--- config.mk ---
export PLATFORM = sky130hd
export DESIGN_NAME = alu_serial_seq
export DESIGN_NICKNAME = d
export VERILOG_FILES = /design/src/rtl/alu_serial_seq.sv
export SDC_FILE = /design/constraint.sdc
export NUM_CORES = 1
export LEC_CHECK = 0
export ABC_CLOCK_PERIOD_IN_PS = 5950
export BUFFER_PORTS_ARGS = -buffer_cell sky130_fd_sc_hd__buf_4
export CORE_MARGIN = 1.5
export CORE_UTILIZATION = 61
export CTS_CLUSTER_DIAMETER = 150
export DETAILED_ROUTE_END_ITERATION = 10
export PLACE_DENSITY = 0.82
export SETUP_SLACK_MARGIN = 0.4
export SLEW_MARGIN = 25
export SYNTH_ARGS = -nofsm -noshare
export SYNTH_HDL_FRONTEND = slang
export SYNTH_SLANG_ARGS = --single-unit
--- constraint.sdc ---
create_clock -name clk_i -period 5.95 [get_ports clk_i]
set_input_delay 1.19 -clock clk_i [delete_from_list [all_inputs] [get_ports clk_i]]
set_output_delay 1.19 -clock clk_i [all_outputs]
set_load 0.02 [all_outputs]
--- src/rtl/alu_serial_seq.sv ---
// Bit-serial ALU sequencer: one WIDTH-bit operation processed LSB first, one bit per clock,
// with a start/done handshake. A final FIX cycle folds the SLT sign/overflow into bit 0.
module alu_serial_seq #(
  parameter int WIDTH = 32
) (
  input  logic             clk_i,
  input  logic             rst_i,
  input  logic             start_i,
  input  logic [3:0]       ctrl_i,
  input  logic [WIDTH-1:0] src1_i,
  input  logic [WIDTH-1:0] src2_i,
  output logic             busy_o,
  output logic             done_o,
  output logic [WIDTH-1:0] result_o,
  output logic             zero_o,
  output logic             cout_o,
  output logic             overflow_o
);

  localparam int CW = (WIDTH > 1) ? $clog2(WIDTH) : 1;
  localparam logic [CW-1:0] LAST = CW'(WIDTH - 1);

  typedef enum logic [1:0] {IDLE, RUN, FIX, DONE} state_t;

  state_t           state;
  logic [WIDTH-1:0] a_q, b_q;
  logic [3:0]       ctrl_q;
  logic [CW-1:0]    cnt;
  logic             carry;
  logic             set_q;

  logic             a_bit, b_bit, sum_bit, carry_nx, ovf_bit, r_bit;
  logic [WIDTH-1:0] res_nx;

  // One bit slice of the ALU, applied to the bit selected by the counter.
  // NOTE: every signal assigned here gets a default first so no latch is inferred.
  always_comb begin
    a_bit    = a_q[cnt] ^ ctrl_q[3];
    b_bit    = b_q[cnt] ^ ctrl_q[2];
    sum_bit  = a_bit ^ b_bit ^ carry;
    carry_nx = (a_bit & b_bit) | (carry & (a_bit ^ b_bit));
    ovf_bit  = carry ^ carry_nx;
    r_bit    = 1'b0;
    unique case (ctrl_q[1:0])
      2'b00:   r_bit = a_bit & b_bit;
      2'b01:   r_bit = a_bit | b_bit;
      2'b10:   r_bit = sum_bit;
      default: r_bit = 1'b0;  // SLT: less input is 0 while bits stream through
    endcase
    res_nx      = result_o;
    res_nx[cnt] = r_bit;
  end

  // NOTE: all state is updated with non-blocking assignments so every register samples
  // pre-edge values regardless of statement order.
  always_ff @(posedge clk_i or posedge rst_i) begin
    if (rst_i) begin
      state      <= IDLE;
      a_q        <= '0;
      b_q        <= '0;
      ctrl_q     <= '0;
      cnt        <= '0;
      carry      <= 1'b0;
      set_q      <= 1'b0;
      busy_o     <= 1'b0;
      done_o     <= 1'b0;
      result_o   <= '0;
      zero_o     <= 1'b1;
      cout_o     <= 1'b0;
      overflow_o <= 1'b0;
    end else begin
      done_o <= 1'b0;
      unique case (state)
        IDLE: begin
          if (start_i) begin
            a_q    <= src1_i;
            b_q    <= src2_i;
            ctrl_q <= ctrl_i;
            cnt    <= '0;
            carry  <= ctrl_i[1] & ctrl_i[2];  // subtract = add ~b + 1
            busy_o <= 1'b1;
            state  <= RUN;
          end
        end
        RUN: begin
          result_o <= res_nx;
          carry    <= ctrl_q[1] & carry_nx;
          if (cnt == LAST) begin
            cout_o     <= ctrl_q[1] & carry_nx;
            overflow_o <= ctrl_q[1] & ovf_bit;
            set_q      <= sum_bit ^ ovf_bit;
            if (ctrl_q[1:0] == 2'b11) begin
              state <= FIX;
            end else begin
              zero_o <= (res_nx == '0);
              busy_o <= 1'b0;
              done_o <= 1'b1;
              state  <= DONE;
            end
          end else begin
            cnt <= cnt + CW'(1);
          end
        end
        FIX: begin
          result_o <= {{(WIDTH-1){1'b0}}, set_q};
          zero_o   <= ~set_q;
          busy_o   <= 1'b0;
          done_o   <= 1'b1;
          state    <= DONE;
        end
        default: state <= IDLE;  // DONE
      endcase
    end
  end

endmodule

==> flow_metrics.py <==
metrics = {
    "run_status": {
        "status": "finished clean",
    },
    "logic_synthesis": {
        "yosys_warnings": 0,
        "synth-seq-cells": 114,
        "ys_types": 62,
        "yosys.area.top_type": "dfrtp_1",
        "synth-edff-count": 0,
        "synthTopCellsByArea": "dfrtp_1 (46%), mux2_2 (13%), mux4_2 (5.9%), o21ai_0 (4.8%), ha_1 (2.4%)",
        "ys_async_sr_fraction": 1.000,
        "seq_area_frac_synth": 0.4656,
        "syn-cell-area_mm2": 0.006130,
        "synth.net_count": 639,
        "netlist_instances": 554,
        "dominantRegCellSynth": "dfrtp_1",
        "avgSynthCellArea_um2": 11.06,
        "synth_top_area_share": 0.4613,
    },
    "clock_tree": {
        "ctsHtreeMaxLevel": 4,
        "cts_hold_buf": 0,
        "post-cts-setup-buffer-count": 0,
        "cts_tree": "yes",
        "clock_sinks": 114,
        "cts_root_buf": "clkbuf_8",
        "clk_latency_ns": 0.52,
        "clk_path_buf_depth": 2,
        "post_cts_resized": 0,
        "numCtsBuffers": 17,
        "clk_pin_slew_ns": 0.06,
    },
    "critical_path": {
        "cp_slowest_stage_delay_ns": 0.79,
        "cp.arrival_ns": 5.04,
        "worstPathMaxFanout": 14,
        "reg2regPathDepth": 13,
        "crit_required_ns": 6.41,
        "crit_type": "reg2reg",
        "endpoint_kind": "flip-flop",
        "start_kind": "flip-flop",
        "slowest_stage": "dfrtp_1",
        "crit_top_cell": "o21ai_1",
        "path_cells": "buf_4 > mux4_2 > a221oi_1 > o21ai_1 > a21oi_2 > xor2_1 > fa_1 > nor2b_4 > o31a_4 > a2111oi_4 > o21ai_1 > or4_1 > o21ai_1",
    },
    "flow_run": {
        "drv_cap": 0,
    },
    "floorplanning": {
        "die_area_mm2": 0.01066,
        "die_w_um": 103.2,
        "row_count": 36,
        "initial_core_util": 0.6271,
        "core_mm2": 0.009774,
        "io_pins": 108,
        "die_h_um": 103.2,
    },
    "route": {
        "drt_wl_total_um": 15600,
        "antenna_left": 0,
        "first_iter_violations": 304,
        "routedWlPerCell_um": 19.79,
        "dr.pass1.iters": 4,
        "drc": 0,
        "num_vias": 4918,
        "post_drt_via_cell_ratio": 6.241,
    },
    "grt": {
        "grt_max_degree": 73,
        "track_usage": 0.3115,
        "gr-total-overflow": 0,
        "antenna_found_initial": 0,
        "grt_pass1_wl_um": 24820,
        "grt_pass1_vias": 4915,
    },
    "power": {
        "internal-power_mw": 2.414,
        "p_comb_frac": 0.420,
        "power_switching_mw": 1.457,
        "switching_share": 0.3764,
        "p_seq_frac": 0.337,
        "p_leak_nw": 3.294,
        "peakVddDrop_mv": 0.3199,
        "power_density_mw_per_mm2": 514.6,
        "pwr-share-clk": 0.243,
    },
    "final_layout": {
        "layout-drive-gt1-share": 0.3710,
        "nNetsFinal": 727,
        "area_growth_pct": 22.72,
        "nFillCells": 644,
        "diodes": 0,
    },
    "sta": {
        "whs_ns": 0.4910,
        "rsz0062_at_grt": "no",
        "slew_viol_final": 0,
        "finClkSkew_ns": 0.008317,
        "setup-tns-final_ns": 0,
        "slew-limit-headroom": 0.3810,
        "setup_viol": 0,
        "hold_viol": 0,
        "tightest_slew_ns": 0.9285,
        "max_freq_mhz": 218.3,
        "period_needed_ns": 4.582,
        "fin_crit_sh": 0.7700,
    },
    "place": {
        "hpwlAfterDp_um": 10490,
        "numPortBuffers": 107,
        "gp_congestion": 0.9558,
    },
    "min_path": {
        "min_path_type": "reg2reg",
        "min_delay_path_depth": 2,
    },
}
worst max-delay path: cells and delay by family, from the launching register on:
| kind | cells | cell delay, ns |
|---|---|---|
| flip-flops | 1 | 0.79 |
| buffers and inverters | 1 | 0.33 |
| AO/OA/AOI/OAI | 7 | 1.62 |
| adder cells (fa/ha/maj) | 1 | 0.55 |
| XOR/XNOR | 1 | 0.15 |
| multiplexers | 1 | 0.52 |
| AND/OR/NAND/NOR | 2 | 0.56 |
cells by family after synthesis:
group                    Yosys count  share of synthesized area
AO/OA/AOI/OAI                    155                     0.1637
XOR/XNOR                           6                   0.008573
adder cells (fa/ha/maj)           14                    0.03103
buffers and inverters             59                    0.03960
flip-flops                       114                     0.4656
multiplexers                      92                     0.1978
AND/OR/NAND/NOR                  114                    0.09370
worst paths after layout:
kind                                        start                 endpoint  slack (ns)
max                            cnt[0]$_DFFE_PP0P_       zero_o$_DFFE_PP1P_        1.37
min                        overflow_o$_DFFE_PP0P_   overflow_o$_DFFE_PP0P_        0.49
max reg2reg                    cnt[0]$_DFFE_PP0P_       zero_o$_DFFE_PP1P_        1.37
min reg2reg                overflow_o$_DFFE_PP0P_   overflow_o$_DFFE_PP0P_        0.49
max in group asynchronous                   rst_i      b_q[17]$_DFFE_PP0P_        3.94
min in group asynchronous                   rst_i  result_o[7]$_DFFE_PP0N_        0.73
cells in the mapped netlist, types with 2 or more instances:
master       n
buf_4        2
nand4_1      2
o21ai_1      5
a221oi_1     2
and3_1       3
nand4b_1     2
o2bb2ai_1    4
o21ai_0     59
mux2_2      72
o21a_1       3
nor3_1       8
dfrtp_1    113
a2111oi_0    2
inv_1       15
ha_1        12
nor3b_1      4
xor2_1       2
o32ai_1      5
mux4_2      16
a21oi_2      2
o221ai_1     2
buf_2        5
mux2i_1      3
a32o_1       2
a22o_1      13
nand3_1      5
nor2b_1      6
nand2b_1    12
a21o_1       2
o22ai_1      5
clkbuf_1    27
nand2_1     31
xnor2_1      4
o31ai_1      2
a31oi_1     12
fa_1         2
buf_1        9
or3b_1       3
nor2_1      30
a21oi_1     24
power groups by stage:
stage	Combinational, mW	Clock (mW)	Sequential (mW)
final	1.63	0.942	1.30
after detailed placement	1.59	0	1.30
after floorplan	1.25	0	1.21
after global placement	1.53	0	1.28
after CTS	1.62	0.950	1.30
after global routing	1.76	0.998	1.33
sequential cells by signal, indices dropped and copies added, names as in the netlist:
register / cells
done_o: 1
carry: 1
busy_o: 1
zero_o: 1
state: 2
cout_o: 1
cnt: 5
a_q: 32
set_q: 1
overflow_o: 1
ctrl_q: 4
result_o: 32
b_q: 32
metal layers:
layer  share of wire  global-route usage  vias to the layer above  routed length (µm)
met3           0.068             0.07056                       47                1060
met2            0.50              0.5187                      241                7800
met5               0                   0                        -                   0
met4           0.034              0.1424                        0                 537
li1                -                   -                     2213                   -
met1            0.40              0.3907                     2417                6197
cells in the final DEF, fill, tap and decap left out, types with 14 or more instances in the layout:
| master | n |
|---|---|
| nand2_1 | 30 |
| o21ai_0 | 59 |
| buf_4 | 113 |
| dfrtp_1 | 113 |
| inv_1 | 14 |
| nor2_1 | 30 |
| mux4_2 | 16 |
| clkbuf_16 | 16 |
| a21oi_1 | 24 |
| mux2_2 | 72 |
layout make-up:
cell class                      instances  area [µm²]  area share
Sequential cell                       114        2854      0.3794
Multi-Input combinational cell        381        3035      0.4035
Clock buffer                           18       427.9     0.05689
Clock inverter                         14       131.4     0.01747
Timing Repair Buffer                  113       848.3      0.1128
Tap cell                              133       166.4     0.02212
Inverter                               15       58.81    0.007818
per-stage QoR:
stage	utilization	area, µm²	power, mW	setup slack [ns]	instances
6_report	0.7696	7522	3.871	1.368	788
5_1_grt	0.7696	7522	4.088	1.089	788
4_1_cts	0.7696	7522	3.871	1.322	788
3_5_place_dp	0.7124	6963	2.893	1.417	756
3_3_place_gp	0.7124	6963	2.812	1.514	756
2_1_floorplan	-	6130	2.466	1.746	554
Note: power is estimated with default switching activity, not from simulation.
